==> config.mk <==
export PLATFORM = sky130hd
export DESIGN_NAME = hour_bcd_loader_flat
export DESIGN_NICKNAME = d
export VERILOG_FILES = /design/src/rtl/hour_bcd_loader_if.sv /design/src/rtl/hour_bcd_loader.sv /design/src/flat_wrapper.sv
export SDC_FILE = /design/constraint.sdc
export NUM_CORES = 1
export LEC_CHECK = 0
export CAP_MARGIN = 40
export CORE_MARGIN = 5
export CORE_UTILIZATION = 40
export DETAILED_ROUTE_END_ITERATION = 8
export HOLD_SLACK_MARGIN = 0.12
export PLACE_DENSITY = 0.7
export SETUP_SLACK_MARGIN = 0.4
export SLEW_MARGIN = 20
export SYNTH_ARGS = -nofsm -noshare
export SYNTH_HDL_FRONTEND = slang
export SYNTH_SLANG_ARGS = --single-unit
==> constraint.sdc <==
create_clock -name CLK -period 2.45 [get_ports CLK]
set_input_delay 0.3675 -clock CLK [delete_from_list [all_inputs] [get_ports CLK]]
set_output_delay 0.3675 -clock CLK [all_outputs]
set_load 0.05 [all_outputs]
==> src/rtl/hour_bcd_loader_if.sv <==
// Digit-entry bus for hour_bcd_loader: keypad-side strobe/digit/abort in,
// accepted hour, result pulses and entry status out.
interface hour_bcd_loader_if;
  // DIG_VLD is a single-cycle strobe with no backpressure: DIG is sampled on
  // every rising CLK edge where DIG_VLD=1 and is ignored otherwise. CLR is a
  // synchronous abort that overrides a coincident strobe. LOAD and ERR are
  // one-cycle registered result pulses, never high together.
  logic       DIG_VLD;
  logic [3:0] DIG;
  logic       CLR;
  logic [4:0] HOUR;
  logic       LOAD;
  logic       ERR;
  logic       BUSY;
  logic [1:0] PEND_H;
  logic       STATE_DBG;

  modport master (
    output DIG_VLD, DIG, CLR,
    input  HOUR, LOAD, ERR, BUSY, PEND_H, STATE_DBG
  );

  modport slave (
    input  DIG_VLD, DIG, CLR,
    output HOUR, LOAD, ERR, BUSY, PEND_H, STATE_DBG
  );
endinterface

==> src/rtl/hour_bcd_loader.sv <==
// Two-digit BCD hour entry (00..23) producing a registered binary hour and
// LOAD/ERR pulses. Optional inactivity abort: HOUR_BCD_LOADER_TIMEOUT_EN.
module hour_bcd_loader #(
  parameter int TIMEOUT_CYC = 1000000
) (
  input logic              CLK,
  input logic              RST,
  hour_bcd_loader_if.slave bus
);

  typedef enum logic {
    IDLE = 1'b0,
    TENS = 1'b1
  } state_t;

  state_t     state_q, state_d;
  logic [4:0] hour_q, hour_d;
  logic       load_q, load_d;
  logic       err_q, err_d;
  logic [1:0] pend_q, pend_d;
  logic [4:0] value;
  logic       ones_ok;
  logic       timeout;

  // tens*10 + ones as tens*8 + tens*2 + ones; fits 5 bits whenever DIG<=9
  assign value   = {pend_q, 3'b000} + {2'b00, pend_q, 1'b0} + {1'b0, bus.DIG};
  assign ones_ok = (bus.DIG <= 4'd9) && (value <= 5'd23);

`ifdef HOUR_BCD_LOADER_TIMEOUT_EN
  localparam int CW = (TIMEOUT_CYC > 1) ? $clog2(TIMEOUT_CYC) : 1;
  localparam logic [CW-1:0] LAST = CW'(TIMEOUT_CYC - 1);

  logic [CW-1:0] idle_cnt_q;

  assign timeout = (state_q == TENS) && !bus.DIG_VLD && !bus.CLR &&
                   (idle_cnt_q == LAST);

  always_ff @(posedge CLK or posedge RST) begin
    if (RST) begin
      idle_cnt_q <= '0;
    end else if (state_q != TENS || bus.DIG_VLD || bus.CLR || timeout) begin
      idle_cnt_q <= '0;
    end else begin
      idle_cnt_q <= idle_cnt_q + 1'b1;
    end
  end
`else
  logic timeout_param_unused;

  assign timeout              = 1'b0;
  assign timeout_param_unused = (TIMEOUT_CYC == 0);
`endif

  // State and result registers
  always_ff @(posedge CLK or posedge RST) begin
    if (RST) begin
      state_q <= IDLE;
      hour_q  <= 5'd0;
      load_q  <= 1'b0;
      err_q   <= 1'b0;
      pend_q  <= 2'd0;
    end else begin
      state_q <= state_d;
      hour_q  <= hour_d;
      load_q  <= load_d;
      err_q   <= err_d;
      pend_q  <= pend_d;
    end
  end

  // Next-state logic
  always_comb begin
    state_d = state_q;
    if (bus.CLR) begin
      state_d = IDLE;
    end else if (bus.DIG_VLD) begin
      case (state_q)
        IDLE:    if (bus.DIG <= 4'd2) state_d = TENS;
        TENS:    state_d = IDLE;
        default: state_d = IDLE;
      endcase
    end else if (timeout) begin
      state_d = IDLE;
    end
  end

  // Next values of the registered outputs
  always_comb begin
    hour_d = hour_q;
    load_d = 1'b0;
    err_d  = 1'b0;
    pend_d = pend_q;
    if (bus.CLR) begin
      pend_d = 2'd0;
    end else if (bus.DIG_VLD) begin
      case (state_q)
        IDLE: begin
          if (bus.DIG <= 4'd2) pend_d = bus.DIG[1:0];
          else                 err_d  = 1'b1;
        end
        TENS: begin
          pend_d = 2'd0;
          if (ones_ok) begin
            hour_d = value;
            load_d = 1'b1;
          end else begin
            err_d = 1'b1;
          end
        end
        default: pend_d = 2'd0;
      endcase
    end else if (timeout) begin
      pend_d = 2'd0;
      err_d  = 1'b1;
    end
  end

  assign bus.HOUR      = hour_q;
  assign bus.LOAD      = load_q;
  assign bus.ERR       = err_q;
  assign bus.BUSY      = (state_q == TENS);
  assign bus.PEND_H    = pend_q;
  assign bus.STATE_DBG = state_q;

endmodule

==> src/flat_wrapper.sv <==
// flat-port wrapper written by rule: the top's interface ports become plain ports
module hour_bcd_loader_flat 
#(
  parameter int TIMEOUT_CYC = 1000000
)
  (CLK, RST, bus_DIG_VLD, bus_DIG, bus_CLR, bus_HOUR, bus_LOAD, bus_ERR, bus_BUSY, bus_PEND_H, bus_STATE_DBG);
  hour_bcd_loader_if bus_i ();
  input logic CLK;
  input logic RST;
  input wire logic [$bits(bus_i.DIG_VLD)-1:0] bus_DIG_VLD;
  input wire logic [$bits(bus_i.DIG)-1:0] bus_DIG;
  input wire logic [$bits(bus_i.CLR)-1:0] bus_CLR;
  output wire logic [$bits(bus_i.HOUR)-1:0] bus_HOUR;
  output wire logic [$bits(bus_i.LOAD)-1:0] bus_LOAD;
  output wire logic [$bits(bus_i.ERR)-1:0] bus_ERR;
  output wire logic [$bits(bus_i.BUSY)-1:0] bus_BUSY;
  output wire logic [$bits(bus_i.PEND_H)-1:0] bus_PEND_H;
  output wire logic [$bits(bus_i.STATE_DBG)-1:0] bus_STATE_DBG;
  assign bus_i.DIG_VLD = bus_DIG_VLD;
  assign bus_i.DIG = bus_DIG;
  assign bus_i.CLR = bus_CLR;
  assign bus_HOUR = bus_i.HOUR;
  assign bus_LOAD = bus_i.LOAD;
  assign bus_ERR = bus_i.ERR;
  assign bus_BUSY = bus_i.BUSY;
  assign bus_PEND_H = bus_i.PEND_H;
  assign bus_STATE_DBG = bus_i.STATE_DBG;
  hour_bcd_loader #(.TIMEOUT_CYC(TIMEOUT_CYC)) u_core (.CLK(CLK), .RST(RST), .bus(bus_i));
endmodule
==> results of run 1 <==
## critical path, stage by stage, from the launching register on
cell and delay (ns):
dfrtp_2 0.44, ha_4 0.18, fa_2 0.37, nor4bb_2 0.19, a31oi_2 0.23, nand3b_4 0.14, mux2_4 0.31
## cell usage after synthesis (all sizes together)
library cell,instances
a211o,1
a211oi,1
a21o,1
a21oi,2
a31oi,1
a32oi,1
and2b,1
and3b,1
and4bb,1
buf,1
dfrtp,10
fa,1
ha,3
inv,4
mux2,3
mux2i,2
nand2,1
nand2b,1
nand3,2
nand3b,1
nand4,1
nor2,4
nor3b,1
nor4bb,1
o21ai,3
o21bai,1
o22a,1
o31ai,1
xnor2,1
xor2,1
## path summary, 6_finish.rpt
kind,start,end,cells after the start
setup / recovery,u_core.bus.PEND_H[0],u_core.bus.HOUR[1],6
hold / removal,RST,u_core.bus.HOUR[4],2
setup reg to reg,u_core.bus.PEND_H[0],u_core.bus.HOUR[1],6
hold reg to reg,u_core.bus.HOUR[0],u_core.bus.HOUR[0],1
max in group asynchronous,RST,u_core.bus.PEND_H[0],2
min in group CLK,u_core.bus.HOUR[0],u_core.bus.HOUR[0],1
## layer usage
layer / global-route usage (%) / wire length [um] / vias to the layer above / share of wire [%]
li1: - / - / 250 / -
met1: 13.2 / 549 / 225 / 43
met2: 16.1 / 615 / 15 / 48
met3: 5.12 / 109 / 2 / 8.5
met4: 1.31 / 9 / 0 / 0.70
met5: 0 / 0 / - / 0
## power groups by stage
stage | Sequential, uW | Clock [uW] | Combinational [uW]
floorplan | 270 | 0 | 54.0
global placement | 201 | 0 | 194
detailed placement | 201 | 0 | 195
CTS | 198 | 151 | 197
global route | 201 | 162 | 209
finish | 198 | 146 | 200
## sequential cells by signal (all words and copies together), names as in the netlist
name and cells:
u_core.bus.BUSY 1, u_core.bus.ERR 1, u_core.bus.HOUR 5, u_core.bus.LOAD 1, u_core.bus.PEND_H 2
## placed cells by master (no fill, tap or decap), types with 2 or more instances in the layout
master and count:
clkdlybuf4s50_1 16, dfrtp_1 8, buf_4 5, inv_1 4, nor2_1 4, mux2_4 3
clkbuf_4 3, nand3_1 2, o21ai_0 2, ha_1 2, dfrtp_2 2
## layout make-up
type | instances | area (um^2)
Tap cell | 16 | 20.0
Inverter | 4 | 15.0
Multi-Input combinational cell | 39 | 392
Timing Repair Buffer | 23 | 219
Clock buffer | 4 | 36.3
Fill cell | 127 | 572
Sequential cell | 10 | 253
## metrics by stage
step	cells	power [uW]	util, %	area (um^2)	hold slack, ns
finish	96	543	62.0	935	0.389
global route	96	572	62.0	935	0.409
CTS	93	546	60.0	903	0.389
detailed placement	89	397	56.8	856	0.500
global placement	89	395	56.8	856	0.498
floorplan	54	324	-	648	0.208
## repair_timing
item,CTS,global route
setup endpoints to repair,3,3
pin swaps,2,0
buffers inserted,0,3
hold buffers,0,0
gates resized for setup,3,2
## cell families (layout without fill, tap and decap cells)
kind of cell	count (synthesis)	in the layout	synth area share (%)
and+or+nand+nor	15	15	17.1
AOI/OAI and AO/OA	13	13	15.5
adders and majority gates	4	4	9.13
DFF	10	10	39.7
buffers and inverters	5	31	3.57
muxes	5	5	12.3
xor gates and xnor gates	2	2	2.78
==> impl_metrics.py, run 1 <==
metrics = {
    "route": {
        "ant_nets": 0,
        "wirelength_um": 1280,
        "vias": 492,
        "vias_per_cell": 5.13,
        "firstDrtPassIters": 4,
        "drtIter0Drc": 15,
        "wl_per_cell_um": 13.4,
        "drc": 0,
    },
    "cells_and_area": {
        "nNetsFinal": 93,
        "synthToLayoutAreaGrowth_pct": 48.2,
        "drive_gt1_share_pct": 27.5,
        "n_antenna_cell": 0,
    },
    "synth": {
        "synth.yosys.warnings": 0,
        "avgSynthCellArea_um2": 11.7,
        "syn_nets": 66,
        "synth_cells": 54,
        "synth_top_area_share_pct": 39.7,
        "synth_area_um2": 631,
        "synthDistinctLibCells": 33,
        "yosysSeqAreaShare_pct": 39.7,
        "synth.largest_area_cell": "dfrtp_1",
        "netlist_top_cells_area": "dfrtp_1, mux2_4, ha_1",
        "ys_ff_latch": 10,
    },
    "critical_path": {
        "path_class": "register to register",
        "required_ns": 2.60,
        "r2r_slack_ns": 0.45,
        "arrival_ns": 2.14,
        "setup.worst_path.start_class": "register",
        "critPathCaptureType": "register",
        "cp_max_fo": 4,
    },
    "cts": {
        "tritoncts": "done",
        "cts.path.max_buffers": 2,
        "root_buffer": "clkbuf_4",
        "cts.sinks": 10,
        "cts_buffers": 3,
        "clk_pin_slew_ns": 0.07,
        "clk_latency_ns": 0.26,
        "htreeDepth": 1,
    },
    "global_routing": {
        "track_usage_pct": 10.4,
        "grt_pass1_wl_um": 2030,
        "antenna_found_initial": 0,
        "grt_pass1_vias": 458,
        "grt_max_degree": 11,
        "globalRoute.totalOverflow": 0,
    },
    "sta": {
        "max_freq_ghz": 0.501,
        "drv_slew": 0,
        "worst_pin_slew_ns": 0.496,
        "rsz0062_at_grt": "false",
        "setup_slack_ns": 0.454,
        "slew_headroom_pct": 66.8,
        "setup_viol": 0,
        "finalHoldViolCount": 0,
        "fin_crit_sh_pct": 81.5,
        "period_needed_ns": 2.00,
        "skew_ns": 0.00704,
        "tns_ns": 0,
    },
    "pwr": {
        "p_int_uw": 359,
        "p_sw_share_pct": 34.0,
        "p_leak_uw": 0.000429,
        "clkPwrFrac_pct": 26.8,
        "ir_drop_uv": 468,
        "seqPwrFrac_pct": 36.4,
        "p_switching_uw": 185,
        "pwr-share-comb_pct": 36.8,
        "power.density_nw_per_um2": 581,
    },
    "die": {
        "rows": 14,
        "die_w_um": 49.7,
        "core_area_um2": 1510,
        "die_h_um": 49.7,
        "start_util_pct": 41.9,
        "num_io_pins": 19,
        "die_area_um2": 2470,
    },
    "flow_run": {
        "drv_cap": 0,
    },
    "outcome": {
        "status": "finished clean",
    },
    "placed_design": {
        "gp_congestion": 0.811,
        "portBuffers": 18,
        "pre_cts_ws_ns": 0.0290,
        "post-dp-hpwl_um": 993,
    },
    "min_path": {
        "hold_path.class": "input pin to async pin",
    },
}
Note: power is estimated with default switching activity, not from simulation.
==> inputs of run 2 (changes only) <==
PLACE_DENSITY = 0.72   (was 0.7)
clock period = 1.8 ns   (was 2.45 ns; I/O delays follow)
==> impl_metrics.py, run 2 (synthesis gave the netlist of run 1 again) <==
metrics = {
    "pwr": {
        "ir_drop_uv": 343,
        "p_leak_uw": 0.000501,
        "power.density_nw_per_um2": 718,
    },
    "outcome": {
        "violations": "setup timing",
        "status": "complete, but fails checks",
    },
    "route": {
        "vias_per_cell": 4.78,
        "wl_per_cell_um": 13.0,
        "ant_nets": 0,
        "drc": 0,
        "vias": 521,
        "firstDrtPassIters": 4,
        "drtIter0Drc": 8,
        "wirelength_um": 1420,
    },
    "die": {
        "die_h_um": 49.7,
        "die_area_um2": 2470,
        "rows": 14,
        "die_w_um": 49.7,
        "core_area_um2": 1510,
        "start_util_pct": 41.9,
        "num_io_pins": 19,
    },
    "sta": {
        "finalHoldViolCount": 0,
        "skew_ns": 0.00424,
        "max_freq_ghz": 0.508,
        "fin_crit_sh_pct": 109,
        "rsz0062_at_grt": "true",
        "drv_slew": 0,
        "setup_slack_ns": -0.169,
        "slew_headroom_pct": 68.1,
        "setup_viol": 5,
        "period_needed_ns": 1.97,
        "tns_ns": -0.582,
        "worst_pin_slew_ns": 0.480,
    },
    "critical_path": {
        "required_ns": 1.94,
        "setup.worst_path.start_class": "register",
        "path_class": "register to register",
        "crit_start": "u_core.bus.PEND_H[0]",
        "rr_startpoint": "u_core.bus.PEND_H[0]",
        "critPathCaptureType": "register",
        "arrival_ns": 2.11,
        "cp_max_fo": 5,
    },
    "global_routing": {
        "antenna_found_initial": 0,
        "track_usage_pct": 12.7,
        "grt_pass1_wl_um": 2410,
        "globalRoute.totalOverflow": 0,
        "grt_max_degree": 11,
        "grt_pass1_vias": 536,
    },
    "cells_and_area": {
        "n_antenna_cell": 0,
        "drive_gt1_share_pct": 51.6,
        "largest_reg_flops": 5,
        "nNetsFinal": 106,
        "final_common_cell": "buf_4",
        "post-route-util_pct": 68.8,
        "final_cell_mix": "buf_4, dfrtp_1, clkdlybuf4s50_1, inv_1, clkbuf_2",
        "fin_area_um2": 1040,
        "synthToLayoutAreaGrowth_pct": 64.3,
    },
    "placed_design": {
        "post-dp-hpwl_um": 1140,
        "gp_congestion": 0.795,
        "place_area_um2": 936,
        "portBuffers": 18,
    },
    "cts": {
        "cts.sinks": 10,
        "cts_buffers": 3,
        "root_buffer": "clkbuf_4",
        "tritoncts": "done",
        "htreeDepth": 1,
        "cts.path.max_buffers": 2,
        "clk_latency_ns": 0.25,
        "ctsHoldBuffers": 0,
        "clk_pin_slew_ns": 0.06,
    },
    "flow_run": {
        "drv_cap": 0,
    },
    "min_path": {
        "hold_path.class": "input pin to async pin",
    },
}
[run 2: cell count changes in the layout (fill, tap and decap cells not counted), moves of 2 or more]
cell and change:
buf_4 +16, clkbuf_2 +4, clkdlybuf4s50_1 -11, clkdlybuf4s15_2 +2
[run 2: stage by stage]
stage | power, uW | hold WS, ns | std cells | setup WS (ns)
2_1_floorplan | 441 | 0.110 | 54 | -0.248
3_3_place_gp | 555 | 0.491 | 101 | -0.462
3_5_place_dp | 560 | 0.505 | 101 | -0.509
4_1_cts | 755 | 0.281 | 109 | -0.186
5_1_grt | 782 | 0.322 | 109 | -0.214
6_report | 744 | 0.275 | 109 | -0.169
[run 2: area by class of cell]
| type | count | area [um^2] |
|---|---|---|
| Fill cell | 117 | 470 |
| Tap cell | 16 | 20.0 |
| Multi-Input combinational cell | 39 | 419 |
| Inverter | 4 | 15.0 |
| Clock buffer | 4 | 36.3 |
| Sequential cell | 10 | 253 |
| Timing Repair Buffer | 36 | 293 |
[run 2: metal layers]
metal / global-route usage, % / routed length, um / vias to the layer above
met5: 0 / 0 / -
met1: 15.3 / 634 / 229
met3: 1.20 / 63 / 2
met4: 7.86 / 21 / 0
li1: - / - / 277
met2: 21.4 / 697 / 13
[run 2: worst paths after layout]
kind,endpoint,slack [ns],cells after the start
worst max-delay path,u_core.bus.HOUR[1],-0.17,7
worst min-delay path,u_core.bus.BUSY,0.27,2
worst max register to register,u_core.bus.HOUR[1],-0.17,7
worst min register to register,u_core.bus.HOUR[3],0.49,2
max in group asynchronous,u_core.bus.PEND_H[1],1.25,2
min in group CLK,u_core.bus.HOUR[3],0.49,2
[run 2: power breakdown]
| group | switching, uW | internal [uW] |
|---|---|---|
| clock | 67.7 | 122 |
| combinational | 169 | 115 |
| sequential | 17.6 | 252 |
| total | 254 | 489 |
[run 2: worst max-delay path, stage by stage, from the launching register on]
cell and delay, ns:
dfrtp_2 0.44, buf_4 0.15, ha_2 0.33, nor3b_1 0.16
buf_4 0.13, mux2i_4 0.19, nand3b_4 0.13, mux2_4 0.31
[run 2: what timing repair did]
action,CTS,global route
gates resized for setup,22,10
endpoints found under the setup margin,15,15
buffers inserted,4,0
pin swaps,2,2
==> inputs of run 3 (changes only) <==
SETUP_SLACK_MARGIN = not set   (was 0.4)
SKIP_CTS_REPAIR_TIMING = 1   (was not set)
==> impl_metrics.py, run 3 (synthesis gave the netlist of run 1 again) <==
metrics = {
    "outcome": {
        "status": "complete, but fails checks",
        "violations": "setup timing",
    },
    "sta": {
        "worst_pin_slew_ns": 0.505,
        "finalHoldViolCount": 0,
        "max_freq_ghz": 0.509,
        "skew_ns": 0.00599,
        "setup_slack_ns": -0.166,
        "drv_slew": 0,
        "rsz0062_at_grt": "true",
        "tns_ns": -0.619,
        "period_needed_ns": 1.97,
        "slew_headroom_pct": 66.2,
        "fin_crit_sh_pct": 109,
        "setup_viol": 4,
    },
    "cells_and_area": {
        "largest_reg_flops": 5,
        "drive_gt1_share_pct": 42.4,
        "nFillCells": 117,
        "final_cell_mix": "buf_4, clkdlybuf4s50_1, dfrtp_1, inv_1, nor2_1",
        "final_common_cell": "buf_4",
        "synthToLayoutAreaGrowth_pct": 63.7,
        "n_antenna_cell": 0,
        "nNetsFinal": 105,
        "seqCellArea_um2": 253,
        "post-route-util_pct": 68.5,
        "multi_input_area_um2": 408,
    },
    "critical_path": {
        "r2r_cells": 6,
        "setup.worst_path.start_class": "register",
        "rr_startpoint": "u_core.bus.PEND_H[0]",
        "required_ns": 1.95,
        "r2r_slack_ns": -0.17,
        "arrival_ns": 2.12,
        "path_class": "register to register",
        "r2r-end": "u_core.bus.HOUR[2]",
        "critPathCaptureType": "register",
        "cp_max_fo": 4,
        "crit_start": "u_core.bus.PEND_H[0]",
    },
    "placed_design": {
        "pre_cts_ws_ns": -0.531,
        "gp_congestion": 0.793,
        "post-dp-hpwl_um": 1140,
        "portBuffers": 18,
    },
    "cts": {
        "cts_buffers": 3,
        "cts.path.max_buffers": 2,
        "clk_latency_ns": 0.27,
        "root_buffer": "clkbuf_4",
        "tritoncts": "done",
        "clk_pin_slew_ns": 0.07,
        "cts.sinks": 10,
        "htreeDepth": 1,
    },
    "global_routing": {
        "antenna_found_initial": 0,
        "grt_pass1_vias": 535,
        "track_usage_pct": 12.5,
        "grt_pass1_wl_um": 2370,
        "grt_max_degree": 11,
        "globalRoute.totalOverflow": 0,
    },
    "route": {
        "ant_nets": 0,
        "drc": 0,
        "vias": 561,
        "wl_per_cell_um": 13.0,
        "vias_per_cell": 5.19,
        "firstDrtPassIters": 4,
        "wirelength_um": 1410,
        "drtIter0Drc": 10,
    },
    "pwr": {
        "ir_drop_uv": 336,
        "power.density_nw_per_um2": 739,
        "p_leak_uw": 0.000494,
    },
    "die": {
        "die_w_um": 49.7,
        "die_h_um": 49.7,
        "core_area_um2": 1510,
        "rows": 14,
        "start_util_pct": 41.9,
        "num_io_pins": 19,
        "die_area_um2": 2470,
    },
    "flow_run": {
        "drv_cap": 0,
    },
    "min_path": {
        "hold_path.class": "input pin to async pin",
    },
}
==> run 3: how the worst max path moves through the flow <==
stage                          to  slack (ns)  cells after the start
4_1_cts        u_core.bus.HOUR[2]       -0.25                      7
3_5_place_dp   u_core.bus.HOUR[2]       -0.53                      7
3_3_place_gp   u_core.bus.HOUR[0]       -0.47                      7
5_1_grt        u_core.bus.HOUR[0]       -0.22                      6
6_report       u_core.bus.HOUR[2]       -0.17                      6
2_1_floorplan  u_core.bus.HOUR[0]       -0.25                      6
==> run 3: report_power, final <==
group | internal, uW | switching [uW]
Clock | 123 | 78.8
Combinational | 128 | 165
Sequential | 252 | 16.4
Total | 502 | 260
==> run 3: per-layer routing <==
metal,routed length (um),part of all wire [%],GRT usage (%)
met5,0,0,0
met4,51,3.6,10.5
met3,92,6.5,1.51
met2,652,46,18.2
met1,609,43,16.0
==> run 3: worst max-delay path, cell delays in order, from the launching register on <==
cell and delay (ns):
dfrtp_2 0.44, ha_4 0.18, fa_2 0.38, and4bb_1 0.34, mux2i_4 0.10, nand3b_4 0.11, mux2_4 0.30
==> run 3: metrics by stage <==
step	cells	hold slack [ns]	cell area (um^2)	power, uW
2_1_floorplan	54	0.110	648	441
3_3_place_gp	100	0.490	928	552
3_5_place_dp	100	0.498	928	557
4_1_cts	104	0.276	965	759
5_1_grt	108	0.319	1030	803
6_report	108	0.265	1030	763
==> run 3: area by class of cell <==
type,count,share of cell area (%)
multi-input combinational,39,39.5
timing repair buffer,35,29.1
sequential,10,24.5
clock buffer,4,3.52
tap,16,1.94
inverter,4,1.45
